File: src/rtl/bless_port_alloc.sv
// Output-port allocator for the BLESS bufferless-deflection router.
// Stage 1 captures the in-flight flits and the injection request. Stage 2
// allocates ports oldest-first and registers the grants. Every valid flit
// always receives exactly one port.
module bless_port_alloc #(
    parameter int unsigned NIN     = 4,
    parameter int unsigned AGEBITS = 8,
    parameter int unsigned CNTBITS = 16
) (
    input  logic                   clk,
    input  logic                   rst_n,
    input  logic [NIN-1:0]         in_valid,
    input  logic [5*NIN-1:0]       in_desired,
    input  logic [AGEBITS*NIN-1:0] in_age,
    input  logic                   inj_valid,
    input  logic [4:0]             inj_desired,
    input  logic                   clr_count,
    output logic [5*NIN-1:0]       out_grant,
    output logic [NIN-1:0]         deflected,
    output logic                   inj_grant,
    output logic [4:0]             inj_port,
    output logic [CNTBITS-1:0]     defl_count
);

    // Captured request set; this is the allocation that is still pending.
    logic [NIN-1:0]         r_valid;
    logic [5*NIN-1:0]       r_desired;
    logic [AGEBITS*NIN-1:0] r_age;
    logic                   r_inj_valid;
    logic [4:0]             r_inj_desired;
    logic [1:0]             r_rr_ptr;

    logic [1:0]             w_rank  [NIN];
    logic [4:0]             w_free;
    logic [5*NIN-1:0]       w_grant;
    logic [NIN-1:0]         w_defl;
    logic                   w_inj_grant;
    logic [4:0]             w_inj_port;
    logic                   w_tie;
    logic [2:0]             w_pop;
    logic [CNTBITS:0]       w_sum;

    // One-hot of the lowest set bit among the four network ports.
    function automatic logic [4:0] f_low(input logic [3:0] m);
        f_low = '0;
        for (int unsigned b = 0; b < 4; b++) begin
            if (m[b] && (f_low == 5'd0)) f_low[b] = 1'b1;
        end
    endfunction

    // Capture this cycle's flits and injection request.
    always_ff @(posedge clk or negedge rst_n) begin
        if (!rst_n) begin
            r_valid       <= '0;
            r_desired     <= '0;
            r_age         <= '0;
            r_inj_valid   <= 1'b0;
            r_inj_desired <= '0;
        end else begin
            r_valid       <= in_valid;
            r_desired     <= in_desired;
            r_age         <= in_age;
            r_inj_valid   <= inj_valid;
            r_inj_desired <= inj_desired;
        end
    end

    // Priority rank per input: count of valid inputs that beat it.
    // Older wins, and equal ages are ordered by distance from rr_ptr.
    always_comb begin
        w_tie = 1'b0;
        for (int unsigned i = 0; i < NIN; i++) begin
            w_rank[i] = '0;
            for (int unsigned j = 0; j < NIN; j++) begin
                if ((j != i) && r_valid[j] && r_valid[i]) begin
                    if (r_age[AGEBITS*j +: AGEBITS] > r_age[AGEBITS*i +: AGEBITS]) begin
                        w_rank[i] = w_rank[i] + 2'd1;
                    end else if (r_age[AGEBITS*j +: AGEBITS] == r_age[AGEBITS*i +: AGEBITS]) begin
                        w_tie = 1'b1;
                        if ((2'(j) - r_rr_ptr) < (2'(i) - r_rr_ptr)) begin
                            w_rank[i] = w_rank[i] + 2'd1;
                        end
                    end
                end
            end
        end
    end

    // Walk the inputs in rank order, then offer a leftover network port to injection.
    always_comb begin
        logic [4:0] des;
        logic [4:0] g;
        w_free      = '1;
        w_grant     = '0;
        w_defl      = '0;
        w_inj_grant = 1'b0;
        w_inj_port  = '0;
        des         = '0;
        g           = '0;
        for (int unsigned k = 0; k < NIN; k++) begin
            for (int unsigned i = 0; i < NIN; i++) begin
                if (r_valid[i] && (w_rank[i] == 2'(k))) begin
                    des = r_desired[5*i +: 5];
                    if (des[4]) begin
                        if (w_free[4]) begin
                            g = 5'b10000;
                        end else begin
                            g = f_low(w_free[3:0]);
                            w_defl[i] = 1'b1;
                        end
                    end else if ((des[3:0] & w_free[3:0]) != 4'd0) begin
                        g = f_low(des[3:0] & w_free[3:0]);
                    end else begin
                        g = f_low(w_free[3:0]);
                        w_defl[i] = 1'b1;
                    end
                    w_grant[5*i +: 5] = g;
                    w_free = w_free & ~g;
                end
            end
        end
        if (r_inj_valid && (w_free[3:0] != 4'd0)) begin
            w_inj_grant = 1'b1;
            if ((r_inj_desired[3:0] & w_free[3:0]) != 4'd0) begin
                w_inj_port = f_low(r_inj_desired[3:0] & w_free[3:0]);
            end else begin
                w_inj_port = f_low(w_free[3:0]);
            end
        end
    end

    // Deflection popcount and saturating sum for the statistics counter.
    always_comb begin
        w_pop = '0;
        for (int unsigned i = 0; i < NIN; i++) begin
            w_pop = w_pop + {2'b00, w_defl[i]};
        end
        w_sum = {1'b0, defl_count} + (CNTBITS+1)'(w_pop);
    end

    // Register the allocation, advance the tie pointer and update statistics.
    always_ff @(posedge clk or negedge rst_n) begin
        if (!rst_n) begin
            out_grant  <= '0;
            deflected  <= '0;
            inj_grant  <= 1'b0;
            inj_port   <= '0;
            defl_count <= '0;
            r_rr_ptr   <= '0;
        end else begin
            out_grant <= w_grant;
            deflected <= w_defl;
            inj_grant <= w_inj_grant;
            inj_port  <= w_inj_port;
            if (w_tie) r_rr_ptr <= r_rr_ptr + 2'd1;
            if (clr_count)          defl_count <= '0;
            else if (w_sum[CNTBITS]) defl_count <= '1;
            else                     defl_count <= w_sum[CNTBITS-1:0];
        end
    end

endmodule
File: config.mk
export PLATFORM = sky130hd
export DESIGN_NAME = bless_port_alloc
export DESIGN_NICKNAME = d
export VERILOG_FILES = /design/src/rtl/bless_port_alloc.sv
export SDC_FILE = /design/constraint.sdc
export NUM_CORES = 1
export LEC_CHECK = 0
export CELL_PAD_IN_SITES_DETAIL_PLACEMENT = 2
export CELL_PAD_IN_SITES_GLOBAL_PLACEMENT = 2
export CORE_ASPECT_RATIO = 0.75
export CORE_UTILIZATION = 30
export DETAILED_ROUTE_END_ITERATION = 10
export PLACE_DENSITY_LB_ADDON = 0.25
export REMOVE_ABC_BUFFERS = 1
export SLEW_MARGIN = 15
export SYNTH_ARGS = -nofsm -noshare
export SYNTH_HDL_FRONTEND = slang
export SYNTH_SLANG_ARGS = --single-unit
File: constraint.sdc
create_clock -name clk -period 19.5 [get_ports clk]
set_input_delay 3.9 -clock clk [delete_from_list [all_inputs] [get_ports clk]]
set_output_delay 3.9 -clock clk [all_outputs]
set_load 0.02 [all_outputs]
==> results_tabular.tex <==
\begin{tabular}{lr}
\hline
Metric & Value \\
\hline
\multicolumn{2}{l}{\textbf{Clocking}} \\
\quad Register clock-pin slew on the reported worst setup and hold paths & approximately 0.080 ns \\
\quad Number of buffers on the longest clock path & 2 \\
\quad Worst-Skew Late Latency & between 0.3 and 0.4 ns \\
\quad CTS Buf Count & 9 \\
\quad Root Buffer & sky130\_fd\_sc\_hd\_\_clkbuf\_16 \\
\quad H-Tree Depth & 3 \\
\quad Cts-stage hold buffer count & 0 \\
\quad TritonCTS clock tree & done \\
\quad CTS Sinks & 108 \\
\multicolumn{2}{l}{\textbf{Cells and area}} \\
\quad Final-stage net count & around 1.5k \\
\quad Fill count & between 3k and 4k \\
\quad Ratio of cells with drive above 1 in the final layout & around a tenth \\
\quad Layout overhead on the synthesized area & 17.1\% \\
\multicolumn{2}{l}{\textbf{Critical path}} \\
\quad Critical Path Max Stage Delay & $\sim$0.9 ns \\
\quad Worst reg-to-reg setup slack & $\sim$0.8 ns \\
\quad Cells on worst reg2reg path & 52 \\
\quad Crit-path max FO & 13 \\
\quad Critical Path Sink Type & register \\
\quad Critical Path Source Type & register \\
\quad WP data required & 19.75 ns \\
\quad Cell type of the slowest stage on the worst timing path & sky130\_fd\_sc\_hd\_\_a31oi\_1 \\
\quad Most frequent CP cell & sky130\_fd\_sc\_hd\_\_nor2\_1 \\
\quad Data arrival time of the critical path & around 19 ns \\
\quad Crit path kind & reg2reg \\
\multicolumn{2}{l}{\textbf{Power and ir drop}} \\
\quad Leak Pwr & $\sim$0.0049 uW \\
\quad Switching power & about 440 uW \\
\quad Switching part of the total & between 40\% and 50\% \\
\quad Largest voltage drop on the vdd net & between 30 and 40 uV \\
\quad Proportion of power drawn by the clock network & $\sim$23\% \\
\quad Pwr/cell area & $\sim$77 nW/um2 \\
\quad Cell Int Power & 509 uW \\
\quad Sequential Power Share & 27.2\% \\
\quad Part of the power in combinational logic & 49.9\% \\
\multicolumn{2}{l}{\textbf{Global route}} \\
\quad Maximum number of pins on one net before global-route repair & 58 \\
\quad First-pass GRT wire length & a little under 80000 um \\
\quad Vias in the first global route & between 10k and 15k \\
\quad Initial antenna violation count & 1 \\
\quad Overall routing resource usage & 29.5\% \\
\quad Overflow left after global routing & 0 \\
\multicolumn{2}{l}{\textbf{Yosys}} \\
\quad Number of enable flip-flop cells after synthesis & 0 \\
\quad Flip-flop and latch count after synthesis & 108 \\
\quad Synthesized instance count & around 1.3k \\
\quad Post-synth ARST share & between 90\% and 100\% \\
\quad Post-synthesis area per instance & slightly above 8 um2 \\
\quad Yosys warning count & 0 \\
\quad Post-synthesis sequential area ratio & roughly a quarter \\
\quad Summed instance area of the synthesized netlist & approximately 10000 um2 \\
\quad Most common flop cell mapped by yosys & sky130\_fd\_sc\_hd\_\_dfrtp\_1 \\
\quad Post-synth cell types & between 100 and 150 \\
\multicolumn{2}{l}{\textbf{Detailed routing}} \\
\quad Routed WL per cell & between 20 and 30 um \\
\quad Count of unresolved DRC violations after routing & 0 \\
\quad Router iterations before antenna repair & 5 \\
\quad Avg Vias per Cell & between 6 and 7 \\
\quad Total detailed-routing wirelength & just over 50000 um \\
\quad Top metal layer carrying routed signals & met5 \\
\quad Total via count in the routed design & roughly 11k \\
\quad Post-route antenna net violation count & 0 \\
\quad Detailed-routing wirelength on met1 & $\sim$26000 um \\
\quad Iter 0 DRT Violations & between 1k and 1.5k \\
\quad Met2 WL & slightly above 20000 um \\
\quad Met3 layer wire length in the routed design & 4850 um \\
\multicolumn{2}{l}{\textbf{Floorplan}} \\
\quad Die Wd & around 220 um \\
\quad Die ar. & roughly 36000 um2 \\
\quad Number of top-level pins & about 110 \\
\quad Initial Utilization & around 31\% \\
\quad Chip height & approximately 160 um \\
\quad Floorplan row count & between 50 and 60 \\
\quad Core area & roughly 34000 um2 \\
\multicolumn{2}{l}{\textbf{STA}} \\
\quad Hold slack & a little under 0.6 ns \\
\quad Part of the cycle the worst path needs & 96.0\% \\
\quad Relative max-transition margin & between 20\% and 30\% \\
\quad Count of final setup violators & 0 \\
\quad Number of failing hold endpoints at the final stage & 0 \\
\quad Setup repair after global routing missed its margin & no \\
\quad Actual slew at the worst max-slew pin & between 1 and 1.5 ns \\
\quad Final worst clock skew & approximately 0.012 ns \\
\quad Maximum clock frequency & around 53 MHz \\
\quad Final number of max-transition violations & 0 \\
\quad Post-Route Setup TNS & 0 ns \\
\quad Clock period minus worst slack & 18.72 ns \\
\multicolumn{2}{l}{\textbf{Place}} \\
\quad Number of input and output port buffers inserted & 108 \\
\quad Placer congestion estimate & between 0.9 and 1 \\
\quad Final HPWL DP & 41800 um \\
\multicolumn{2}{l}{\textbf{Min path}} \\
\quad Min-Delay Path Class & reg2reg \\
\quad Hold Path Stages & 2 \\
\multicolumn{2}{l}{\textbf{Status}} \\
\quad Status & complete, no violations \\
\multicolumn{2}{l}{\textbf{Flow run}} \\
\quad Number of max-capacitance violations reported & 0 \\
\hline
\end{tabular}
flip-flops by register name, summed over array words and instances (netlist names):
| signal | cells |
|---|---|
| r_age | 32 |
| out_grant | 20 |
| r_desired | 20 |
| defl_count | 16 |
| deflected | 4 |
| inj_port | 4 |
| r_inj_desired | 4 |
| r_valid | 4 |
| r_rr_ptr | 2 |
| inj_grant | 1 |
| r_inj_valid | 1 |
cells in the final DEF (no fill, tap or decap), types with 19 or more instances in the layout:
master,count
sky130_fd_sc_hd__a21oi_1,80
sky130_fd_sc_hd__a31oi_1,21
sky130_fd_sc_hd__and2_1,23
sky130_fd_sc_hd__buf_4,19
sky130_fd_sc_hd__clkdlybuf4s50_1,107
sky130_fd_sc_hd__dfrtp_1,108
sky130_fd_sc_hd__ha_1,57
sky130_fd_sc_hd__inv_1,51
sky130_fd_sc_hd__nand2_1,153
sky130_fd_sc_hd__nand3_1,47
sky130_fd_sc_hd__nand4_1,23
sky130_fd_sc_hd__nor2_1,86
sky130_fd_sc_hd__nor3_1,31
sky130_fd_sc_hd__o211ai_1,30
sky130_fd_sc_hd__o21ai_0,60
sky130_fd_sc_hd__or3_1,20
cells by family (layout without fill, tap and decap cells):
family / count (synthesis) / count (layout) / synth area share (%)
buffers and inverters: 98 / 194 / 5.00
other: 1 / 2 / 0.0358
muxes: 3 / 3 / 0.299
xor gates and xnor gates: 15 / 15 / 1.25
DFF: 108 / 108 / 25.8
AOI/OAI and AO/OA: 463 / 463 / 34.3
adders and majority gates: 60 / 60 / 7.38
and+or+nand+nor: 515 / 515 / 25.9
power groups by stage:
stage / Sequential, uW / Combinational (uW) / Clock (uW)
floorplan: 272 / 257 / 0
global placement: 263 / 440 / 0
detailed placement: 263 / 452 / 0
CTS: 259 / 456 / 227
global route: 261 / 501 / 233
finish: 259 / 474 / 217
layout make-up:
class                           count  area (um2)  area share (%)
Multi-Input combinational cell   1057        7250            59.1
Clock inverter                      7         115           0.938
Sequential cell                   108        2700            22.0
Inverter                           52         195            1.59
Tap cell                          450         563            4.59
Timing Repair Buffer              126        1210            9.89
Clock buffer                        9         225            1.84
Antenna cell                        1        2.50          0.0204
critical path: cells and delay by family, from the launching register on:
family                   cells  cell delay (ns)
AO/OA/AOI/OAI               29            11.97
AND/OR/NAND/NOR             17             4.61
adder cells (fa/ha/maj)      4             1.35
buffers and inverters        2             0.14
flip-flops                   1             0.45
timing repair:
item	in CTS	in global routing
resized for setup	0	1
endpoints found under the setup margin	0	13
setup buffers	0	0
metal layers:
metal | vias to the layer above | track usage (%)
met3 | 32 | 7.59
met1 | 5887 | 46.0
met2 | 510 | 39.7
li1 | 5032 | -
met5 | - | 3.61
met4 | 4 | 4.96
path summary, 6_finish.rpt:
kind / start / to
min reg2reg: r_inj_desired[0] / inj_port[0]
min in group asynchronous: rst_n / r_age[8]
max in group asynchronous: rst_n / out_grant[6]
max: r_age[13] / defl_count[11]
min: r_inj_desired[0] / inj_port[0]
max reg2reg: r_age[13] / defl_count[11]
metrics by stage:
| step | area, um2 | setup WS [ns] | utilization, % | std cells | total power, uW |
|---|---|---|---|---|---|
| global placement | 11900 | 2.07 | 35.1 | 1793 | 703 |
| global route | 12300 | 0.0878 | 36.1 | 1809 | 994 |
| finish | 12300 | 0.777 | 36.1 | 1810 | 951 |
| detailed placement | 11900 | 1.56 | 35.1 | 1793 | 715 |
| CTS | 12300 | 1.39 | 36.1 | 1809 | 942 |
| floorplan | 10100 | 6.29 | - | 1217 | 529 |
Yosys cell counts (all sizes together), types with 6 or more instances:
| cell | instances | area, um2 |
|---|---|---|
| xnor2 | 8 | 70.1 |
| or2 | 16 | 100 |
| o21a | 15 | 114 |
| and3 | 18 | 118 |
| a32oi | 10 | 103 |
| and4 | 10 | 87.6 |
| o211ai | 30 | 225 |
| o211a | 11 | 118 |
| o21ai | 75 | 379 |
| nor2b | 15 | 101 |
| nor2 | 89 | 342 |
| or3 | 20 | 125 |
| o311ai | 6 | 67.6 |
| o31ai | 23 | 225 |
| a41o | 6 | 60.1 |
| o22ai | 10 | 68.8 |
| xor2 | 7 | 61.3 |
| a211o | 7 | 62.6 |
| and2b | 7 | 55.1 |
| o31a | 15 | 133 |
| clkbuf | 9 | 45.0 |
| a31oi | 26 | 203 |
| nor3b | 8 | 65.1 |
| nand2 | 154 | 581 |
| nand2b | 12 | 75.1 |
| ha | 57 | 713 |
| a211oi | 17 | 148 |
| nand3 | 48 | 245 |
| o221ai | 10 | 93.8 |
| a31o | 6 | 52.6 |
| a311oi | 8 | 82.6 |
| a22oi | 6 | 45.0 |
| a21boi | 13 | 101 |
| and2 | 28 | 184 |
| o2111ai | 12 | 118 |
| nand4 | 24 | 156 |
| a21oi | 84 | 435 |
| a21o | 17 | 128 |
| nor3 | 37 | 221 |
| inv | 52 | 195 |
| dfrtp | 108 | 2700 |
| buf | 34 | 252 |
Note: power is estimated with default switching activity, not from simulation.
